$ cat config.mk
export PLATFORM = sky130hd
export DESIGN_NAME = vc_pop_scheduler
export DESIGN_NICKNAME = d
export VERILOG_FILES = /design/src/rtl/vc_pop_scheduler.sv
export SDC_FILE = /design/constraint.sdc
export NUM_CORES = 1
export LEC_CHECK = 0
export ABC_AREA = 1
export BUFFER_PORTS_ARGS = -buffer_cell sky130_fd_sc_hd__buf_2
export CORE_UTILIZATION = 50
export CTS_BUF_LIST = sky130_fd_sc_hd__clkbuf_4 sky130_fd_sc_hd__clkbuf_8
export DETAILED_ROUTE_END_ITERATION = 12
export GPL_TIMING_DRIVEN = 0
export PLACE_DENSITY = 0.76
export RECOVER_POWER = 100
export SLEW_MARGIN = 5
export SYNTH_ARGS = -nofsm -noshare
export SYNTH_HDL_FRONTEND = slang
export SYNTH_SLANG_ARGS = --single-unit
$ cat constraint.sdc
create_clock -name clk -period 3.32 [get_ports clk]
set_input_delay 0.498 -clock clk [delete_from_list [all_inputs] [get_ports clk]]
set_output_delay 0.498 -clock clk [all_outputs]
set_load 0.01 [all_outputs]
$ cat src/rtl/vc_pop_scheduler.sv
// vc_pop_scheduler: drains two first-word-fall-through virtual-channel FIFOs
// (VC0, VC1) into two destination FIFOs (D0, D1). Arbitrates between the VCs
// with latched burst quotas, routes each word by its destination bit and
// honours destination almost-full backpressure.
//
// Ports:
//   clk, reset                 clock, synchronous active-high reset
//   init                       enable; quotas latched on IDLE -> SERVE0
//   quota_vc0, quota_vc1       burst quotas (0 is treated as 1)
//   vc0_empty, vc1_empty       VC FIFO empty flags
//   vc0_data, vc1_data         VC FIFO head words
//   d0_almost_full, d1_almost_full  destination backpressure
//   vc0_pop, vc1_pop           combinational pop strobes (one-hot or zero)
//   d0_push, d1_push           registered push strobes
//   data_out                   registered word to the destination FIFOs
//   active                     registered, high while serving
//   stall_count                (VC_POP_SCHEDULER_STALL_COUNT_EN only) saturating
//                              count of serving cycles with data but no pop
//
// Optional feature macro: VC_POP_SCHEDULER_STALL_COUNT_EN
module vc_pop_scheduler #(
    parameter int unsigned data_width  = 6,
    parameter int unsigned quota_width = 4
) (
    input  logic                   clk,
    input  logic                   reset,
    input  logic                   init,
    input  logic [quota_width-1:0] quota_vc0,
    input  logic [quota_width-1:0] quota_vc1,
    input  logic                   vc0_empty,
    input  logic                   vc1_empty,
    input  logic [data_width-1:0]  vc0_data,
    input  logic [data_width-1:0]  vc1_data,
    input  logic                   d0_almost_full,
    input  logic                   d1_almost_full,
    output logic                   vc0_pop,
    output logic                   vc1_pop,
    output logic                   d0_push,
    output logic                   d1_push,
    output logic [data_width-1:0]  data_out,
    output logic                   active
`ifdef VC_POP_SCHEDULER_STALL_COUNT_EN
    ,
    output logic [7:0]             stall_count
`endif
);

    localparam int unsigned dest_bit = data_width - 2;

    localparam logic [1:0] st_idle   = 2'd0;
    localparam logic [1:0] st_serve0 = 2'd1;
    localparam logic [1:0] st_serve1 = 2'd2;

    logic [1:0]             state_q,    state_d;
    logic [quota_width-1:0] cnt_q,      cnt_d;
    logic [quota_width-1:0] quota0_q,   quota0_d;
    logic [quota_width-1:0] quota1_q,   quota1_d;
    logic [data_width-1:0]  data_out_q, data_out_d;
    logic                   d0_push_q,  d0_push_d;
    logic                   d1_push_q,  d1_push_d;
    logic                   active_q,   active_d;

    logic                   elig0_c;
    logic                   elig1_c;
    logic [quota_width-1:0] cnt_inc_c;
    logic [data_width-1:0]  pop_word_c;
    logic                   pop_any_c;

    // A VC is eligible when it has a head word whose destination can accept it
    assign elig0_c   = !vc0_empty && !(vc0_data[dest_bit] ? d1_almost_full : d0_almost_full);
    assign elig1_c   = !vc1_empty && !(vc1_data[dest_bit] ? d1_almost_full : d0_almost_full);
    assign cnt_inc_c = (cnt_q == '1) ? cnt_q : cnt_q + quota_width'(1);

    // Next-state, arbitration and push datapath
    always_comb begin
        state_d    = state_q;
        cnt_d      = cnt_q;
        quota0_d   = quota0_q;
        quota1_d   = quota1_q;
        vc0_pop    = 1'b0;
        vc1_pop    = 1'b0;

        case (state_q)
            st_idle: begin
                if (init) begin
                    state_d  = st_serve0;
                    cnt_d    = '0;
                    quota0_d = (quota_vc0 == '0) ? quota_width'(1) : quota_vc0;
                    quota1_d = (quota_vc1 == '0) ? quota_width'(1) : quota_vc1;
                end
            end
            st_serve0: begin
                if (!init) begin
                    state_d = st_idle;
                end else if (elig0_c && ((cnt_q < quota0_q) || !elig1_c)) begin
                    vc0_pop = 1'b1;
                    cnt_d   = cnt_inc_c;
                end else if (elig1_c) begin
                    vc1_pop = 1'b1;
                    state_d = st_serve1;
                    cnt_d   = quota_width'(1);
                end
            end
            st_serve1: begin
                if (!init) begin
                    state_d = st_idle;
                end else if (elig1_c && ((cnt_q < quota1_q) || !elig0_c)) begin
                    vc1_pop = 1'b1;
                    cnt_d   = cnt_inc_c;
                end else if (elig0_c) begin
                    vc0_pop = 1'b1;
                    state_d = st_serve0;
                    cnt_d   = quota_width'(1);
                end
            end
            default: begin
                state_d = st_idle;
            end
        endcase

        pop_any_c  = vc0_pop || vc1_pop;
        pop_word_c = vc0_pop ? vc0_data : vc1_data;
        d0_push_d  = pop_any_c && !pop_word_c[dest_bit];
        d1_push_d  = pop_any_c &&  pop_word_c[dest_bit];
        data_out_d = pop_any_c ? pop_word_c : data_out_q;
        active_d   = (state_d == st_serve0) || (state_d == st_serve1);
    end

    // State and output registers
    always_ff @(posedge clk) begin
        if (reset) begin
            state_q    <= st_idle;
            cnt_q      <= '0;
            quota0_q   <= quota_width'(1);
            quota1_q   <= quota_width'(1);
            data_out_q <= '0;
            d0_push_q  <= 1'b0;
            d1_push_q  <= 1'b0;
            active_q   <= 1'b0;
        end else begin
            state_q    <= state_d;
            cnt_q      <= cnt_d;
            quota0_q   <= quota0_d;
            quota1_q   <= quota1_d;
            data_out_q <= data_out_d;
            d0_push_q  <= d0_push_d;
            d1_push_q  <= d1_push_d;
            active_q   <= active_d;
        end
    end

    assign d0_push  = d0_push_q;
    assign d1_push  = d1_push_q;
    assign data_out = data_out_q;
    assign active   = active_q;

`ifdef VC_POP_SCHEDULER_STALL_COUNT_EN
    logic [7:0] stall_q, stall_d;
    logic       stall_c;

    // A stall is a serving cycle with data waiting but nothing popped,
    // which includes the cycle in which init drops
    assign stall_c = ((state_q == st_serve0) || (state_q == st_serve1)) &&
                     (!vc0_empty || !vc1_empty) && !vc0_pop && !vc1_pop;

    always_comb begin
        stall_d = stall_q;
        if (stall_c && (stall_q != 8'hFF)) begin
            stall_d = stall_q + 8'(1);
        end
    end

    always_ff @(posedge clk) begin
        if (reset) begin
            stall_q <= '0;
        end else begin
            stall_q <= stall_d;
        end
    end

    assign stall_count = stall_q;
`endif

endmodule

Word-level counts from Yosys, hierarchy flattened:

Index checks and enable logic that the tools add are counted.

* register bits: 23
* bits of input ports: 27
* output and inout port bits: 11
* logic and storage cells: 78

* $add $sub $neg: 1
* magnitude comparators: 2
* equal/unequal tests: 10
* mux-type cells: 34
* reduce and logical (&&, ||, !) cells: 23

Operators with widths (count)
* $mux 4: 10
* $mux 2: 7
* $mux 1: 12
* $pmux 4 s3: 1
* $logic_not 4->1: 2
* $lt 4x4->1: 2
* $logic_not 1->1: 7
* $logic_and 1x1->1: 6
* $mux 6: 1
* $ne 2x2->1 const B: 3
* $ne 3x3->1 const B: 2
* $pmux 2 s3: 1
* $reduce_and 6->1: 1
* $add 4x1->4 const B: 1
* $eq 2x1->1 const B: 2
* $eq 2x2->1 const B: 2
* $eq 4x4->1 const B: 1
* $logic_or 1x1->1: 4
* $pmux 1 s2: 2
* $reduce_bool 3->1: 1
* $logic_not 2->1: 1
* $reduce_and 2->1: 1

Longest topological paths before layout:

Gate-level depths: netlist (run 1).

* depth after elaboration: 12
* mapped depth: 16

Least setup slack after synthesis (run 1):

OpenSTA, ideal clock, no wires.

* path type: flip-flop to output port
* from: register cnt_q[3]
* to: output port vc0_pop
* data arrival time: 1.436 ns
* data required time: 2.822 ns
* path slack: 1.386 ns
* cell stages (with the launch flop): 9
* path through: dfxtp_1 ha_1 a21oi_1 nand2_1 nand3_1 nand4_1 or2_1 buf_6 inv_2

* longest elaborated chain between the ends: 6
* elaborated cells between the ends (all ways): 11

RTL lines
* start, declared: line 55 `logic [quota_width-1:0] cnt_q, cnt_d;`
* start signal, assigned: line 142 `cnt_q <= cnt_d;`
* $lt 4x4->1, on equally long branches: line 107, 95
* $logic_or 1x1->1, on equally long branches: line 107, 95
* $logic_and 1x1->1, on equally long branches: line 107, 95
* $mux 1, on equally long branches: line 107, 95
* $mux 1, on equally long branches: line 105, 93
* $pmux 1 s2 *: line 83 `case (state_q)`
* end, declared: line 36 `output logic vc0_pop,`

Mark *: on every way between the ends. The rest lies on a longest branch, timed or not.

Final worst setup path (run 1):

Same ends and word-level chain as after synthesis.

==> results.sh, run 1 <==
export IMPL_post_cts_resize_count=0
export IMPL_dieArea_mm2=0.00308
export IMPL_cts_tree="done"
export IMPL_rsz0062_at_grt="false"
export IMPL_vias_per_cell=4.97
export IMPL_fin_area_mm2=0.00164
export IMPL_syn_area_per_cell_um2=6.71
export IMPL_cp_data_arrival_time_ns=2.11
export IMPL_path_class="reg2out"
export IMPL_drv_slew=0
export IMPL_grt_overflow_total=0
export IMPL_ant_nets=0
export IMPL_syn_to_final_growth_pct=14.8
export IMPL_diodes=0
export IMPL_critPathLaunchType="flop"
export IMPL_setup_violations_final=0
export IMPL_drive_gt1_share_pct=16.2
export IMPL_antenna_found_initial=0
export IMPL_fp_dieW_um=55.5
export IMPL_ir_drop_mv=0.254
export IMPL_n_fill_cell=284
export IMPL_insertion_delay_ns=0.31
export IMPL_whs_ns=0.426
export IMPL_end_kind="output pin"
export IMPL_std_cell_rows=19
export IMPL_ctsLongestPathBuffers=2
export IMPL_fmaxAchievable_mhz=383
export IMPL_finalHoldViolCount=0
export IMPL_htree_num_levels=1
export IMPL_register_area_um2=460
export IMPL_multiInputGateArea_um2=788
export IMPL_period_needed_ns=2.61
export IMPL_critPathMaxFanout=9
export IMPL_min_period_over_period_pct=78.7
export IMPL_coreArea_mm2=0.00273
export IMPL_drc=0
export IMPL_wirelength_mm=2.79
export IMPL_yosysUniqueCellTypes=28
export IMPL_hpwlAfterDp_mm=2.23
export IMPL_syn_nets=251
export IMPL_critPathRequiredTime_ns=2.82
export IMPL_clock_sinks=23
export IMPL_yosys_warnings=0
export IMPL_syn_area_mm2=0.00143
export IMPL_wl_per_cell_um=9.83
export IMPL_start_util_pct=52.3
export IMPL_outcome="finished clean"
export IMPL_synth_seq_cells=23
export IMPL_grtUsageTotal_pct=18.9
export IMPL_grt_pass1_wl_mm=4.73
export IMPL_powerDensity_mw_per_mm2=342
export IMPL_placed_area_mm2=0.00165
export IMPL_drtPass1Iterations=4
export IMPL_cts_hold_buf=0
export IMPL_grt_max_degree=14
export IMPL_tns_ns=0
export IMPL_vias=1412
export IMPL_worst_pin_slew_ns=0.617
export IMPL_place_congestion=0.858
export IMPL_final_cell_mix="nand2_1 (72), inv_1 (33), buf_2 (26)"
export IMPL_leakagePower_nw=0.875
export IMPL_ioPinCount=38
export IMPL_slew_headroom_pct=58.5
export IMPL_fin_nets=292
export IMPL_finalClockSkew_ns=0.00112
export IMPL_yosysSeqAreaShare_pct=32.2
export IMPL_die_h_um=55.5
export IMPL_drv_cap=0
export IMPL_cts_made_buffers=3
export IMPL_clk_pin_slew_ns=0.13
export IMPL_final_common_cell="nand2_1"
export IMPL_grt_pass1_vias=1145
export IMPL_hp_class="in2reg"
export IMPL_root_buffer="clkbuf_4"
export IMPL_drt_iter0_markers=84
export IMPL_portBuffers=36
export IMPL_synthCells=213
export IMPL_postCtsSetupBuffers=0
[per-stage QoR]
step / cells / power, mW / utilization (%) / worst slack, ns
2_1_floorplan: 213 / 0.398 / - / 1.39
6_report: 284 / 0.561 / 60.0 / 0.708
4_1_cts: 284 / 0.570 / 61.3 / 0.739
3_3_place_gp: 280 / 0.438 / 60.3 / 1.10
3_5_place_dp: 280 / 0.440 / 60.3 / 1.11
5_1_grt: 284 / 0.597 / 60.0 / 0.544
[worst max-delay path: stages (launching register included)]
cell and delay (ns):
dfxtp_1 0.47, ha_1 0.28, a21oi_1 0.16, nand2_1 0.11, nand3_1 0.08, nand4_1 0.07, or2_1 0.22, buf_6 0.14
inv_1 0.13, buf_2 0.15
[cells in the mapped netlist (all sizes together)]
cell type | n | area, um2
o221ai | 1 | 8.76
nand4 | 1 | 6.26
o21bai | 1 | 7.51
nand3 | 7 | 40.0
clkbuf | 2 | 7.51
a21oi | 21 | 109
nand2 | 73 | 292
clkinv | 1 | 5.00
or2 | 1 | 6.26
nor4 | 2 | 12.5
o2111ai | 3 | 26.3
xor2 | 1 | 8.76
nand3b | 2 | 15.0
nor3 | 3 | 15.0
buf | 1 | 11.3
inv | 36 | 135
o21ai | 17 | 96.3
ha | 11 | 138
nor2 | 6 | 30.0
dfxtp | 23 | 460
[registers in the layout, summed over array words and instances, names as in the netlist]
| name | cells |
|---|---|
| data_out | 6 |
| state_q | 2 |
| cnt_q | 4 |
| d0_push | 1 |
| active | 1 |
| d1_push | 1 |
| quota0_q | 4 |
| quota1_q | 4 |
[routing by layer]
metal / vias to the layer above / GRT usage [%] / routed length (um)
met5: - / 0 / 0
li1: 762 / - / -
met4: 0 / 8.21 / 46
met2: 33 / 30.5 / 1280
met1: 612 / 25.3 / 1350
met3: 5 / 2.58 / 114
[worst paths after layout]
| kind | startpoint | to | slack, ns | cells after the start |
|---|---|---|---|---|
| max | cnt_q[3] | vc0_pop | 0.71 | 9 |
| max reg2reg | cnt_q[3] | data_out[5] | 1.10 | 10 |
| min | quota_vc1[0] | quota1_q[0] | 0.43 | 3 |
| min reg2reg | data_out[2] | data_out[2] | 0.46 | 2 |
[power by group]
group          leakage [nW]  internal [mW]  switching [mW]
clock network        0.0177         0.0451          0.0864
registers             0.188          0.292         0.00837
logic                 0.669         0.0498          0.0795
[cell type report]
class,instances,area share [%]
timing repair buffer,36,10.2
clock buffer,3,1.37
tap,31,2.36
inverter,37,8.54
buffer,3,1.14
multi-input combinational,150,48.0
sequential,23,28.0
clock inverter,1,0.305
[cells by family after synthesis]
| family | after synthesis | share of synthesized area, % |
|---|---|---|
| buffers and inverters | 40 | 11.1 |
| adders and majority gates | 11 | 9.62 |
| DFF | 23 | 32.2 |
| and+or+nand+nor | 95 | 29.1 |
| xor gates and xnor gates | 1 | 0.613 |
| AOI/OAI and AO/OA | 43 | 17.3 |
(Power assumes the default switching activity.)
==> run 2: changes to the inputs <==
Clock period 3.32 ns to 2.6 ns, I/O delays scaled along.
==> run 2 against run 1 <==
Effect of this change: cell count did not move; die area did not move; first-iteration DRC count fell by 6.0%; non-clock buffer count did not move.
==> results.sh, run 2 (synthesis gave the netlist of run 1 again) <==
export IMPL_std_cell_rows=19
export IMPL_root_buffer="clkbuf_4"
export IMPL_vias_per_cell=4.93
export IMPL_coreArea_mm2=0.00273
export IMPL_grt_overflow_total=0
export IMPL_grt_pass1_vias=1145
export IMPL_layoutNonFillerInstCount=284
export IMPL_postLayoutSetupSlackWorst_ns=0.181
export IMPL_start_util_pct=52.3
export IMPL_fp_dieW_um=55.5
export IMPL_portBuffers=36
export IMPL_grt_max_degree=14
export IMPL_dp_cells=280
export IMPL_final_common_cell="nand2_1"
export IMPL_wl_per_cell_um=9.83
export IMPL_largest_reg_flops=6
export IMPL_hp_class="in2reg"
export IMPL_cts_made_buffers=3
export IMPL_critPathMaxFanout=9
export IMPL_finalHoldViolCount=0
export IMPL_drive_gt1_share_pct=17.4
export IMPL_grtUsageTotal_pct=18.9
export IMPL_ctsLongestPathBuffers=2
export IMPL_diodes=0
export IMPL_clock_sinks=23
export IMPL_drt_iter0_markers=79
export IMPL_drc=0
export IMPL_final_cell_mix="nand2_1 (71), inv_1 (32), buf_2 (26)"
export IMPL_path_class="reg2out"
export IMPL_vias=1401
export IMPL_ir_drop_mv=0.326
export IMPL_wirelength_mm=2.79
export IMPL_powerDensity_mw_per_mm2=436
export IMPL_pre_cts_ws_ns=0.500
export IMPL_r2r_slack_ns=0.48
export IMPL_place_congestion=0.858
export IMPL_fin_nets=292
export IMPL_leakagePower_nw=0.875
export IMPL_tns_ns=0
export IMPL_path_cells="ha_1 -> nand2_1 -> inv_1 -> nand2_1 -> nand2_1 -> nand3_1 -> nand4_1 -> or2_1 -> buf_6 -> inv_2 -> buf_2"
export IMPL_critPathRequiredTime_ns=2.21
export IMPL_cpMostUsedCell="nand2_1"
export IMPL_outcome="finished clean"
export IMPL_cts_tree="done"
export IMPL_htree_num_levels=1
export IMPL_fmaxAchievable_mhz=413
export IMPL_end_kind="output pin"
export IMPL_postCtsSetupBuffers=0
export IMPL_hpwlAfterDp_mm=2.23
export IMPL_dieArea_mm2=0.00308
export IMPL_finalClockSkew_ns=0.000880
export IMPL_p_total_mw=0.722
export IMPL_critPathLaunchType="flop"
export IMPL_min_period_over_period_pct=93.0
export IMPL_drv_cap=0
export IMPL_cp_slowest_cell="dfxtp_1"
export IMPL_setup_violations_final=0
export IMPL_drv_slew=0
export IMPL_grt_pass1_wl_mm=4.73
export IMPL_ioPinCount=38
export IMPL_antenna_found_initial=0
export IMPL_insertion_delay_ns=0.32
export IMPL_max_stage_delay_ns=0.49
export IMPL_ant_nets=0
export IMPL_slew_headroom_pct=58.6
export IMPL_die_h_um=55.5
export IMPL_clk_pin_slew_ns=0.13
export IMPL_period_needed_ns=2.42
export IMPL_worst_pin_slew_ns=0.615
export IMPL_syn_to_final_growth_pct=15.7
export IMPL_drtPass1Iterations=4
export IMPL_cp_data_arrival_time_ns=2.03
export IMPL_rsz0062_at_grt="false"
run 2: metrics by stage:
stage / hold WS (ns) / util, % / instance area (um2)
2_1_floorplan: 0.434 / - / 1430
3_3_place_gp: 0.431 / 60.3 / 1650
3_5_place_dp: 0.438 / 60.3 / 1650
4_1_cts: 0.315 / 61.3 / 1680
5_1_grt: 0.342 / 60.5 / 1650
6_report: 0.316 / 60.5 / 1650
run 2: timing repair:
| action | 4_1_cts | 5_1_grt |
|---|---|---|
| hold buffers | 0 | 0 |
| gates resized for setup | 0 | 1 |
| setup endpoints to repair | 0 | 1 |
run 2: power by group:
group | switching (mW) | leakage (nW) | internal [mW]
clock network | 0.112 | 0.0177 | 0.0577
logic | 0.103 | 0.669 | 0.0642
registers | 0.0107 | 0.189 | 0.374
run 2: cell type report:
type	instances	area, um2
fill	287	1080
multi-input combinational	150	800
sequential	23	462
timing repair buffer	36	168
inverter	37	140
tap	31	38.8
clock buffer	3	22.5
buffer	3	18.8
clock inverter	1	5.00
run 2: critical path, delay by kind of cell (launching register included):
| family | cells | cell delay (ns) |
|---|---|---|
| and+or+nand+nor | 6 | 0.56 |
| DFF | 1 | 0.49 |
| buffers and inverters | 4 | 0.38 |
| adders and majority gates | 1 | 0.28 |
run 2: final timing paths:
check	depth (start not counted)	to	start
setup reg to reg	13	data_out[5]	cnt_q[2]
setup / recovery	11	vc0_pop	cnt_q[2]
hold reg to reg	2	data_out[2]	data_out[2]
hold / removal	3	quota1_q[0]	quota_vc1[0]
run 2: routing by layer:
metal / global-route usage [%] / up-vias / share of wire [%]
li1: - / 760 / -
met1: 25.3 / 603 / 49
met2: 30.5 / 33 / 45
met3: 2.58 / 5 / 3.9
met4: 8.21 / 0 / 1.7
met5: 0 / - / 0
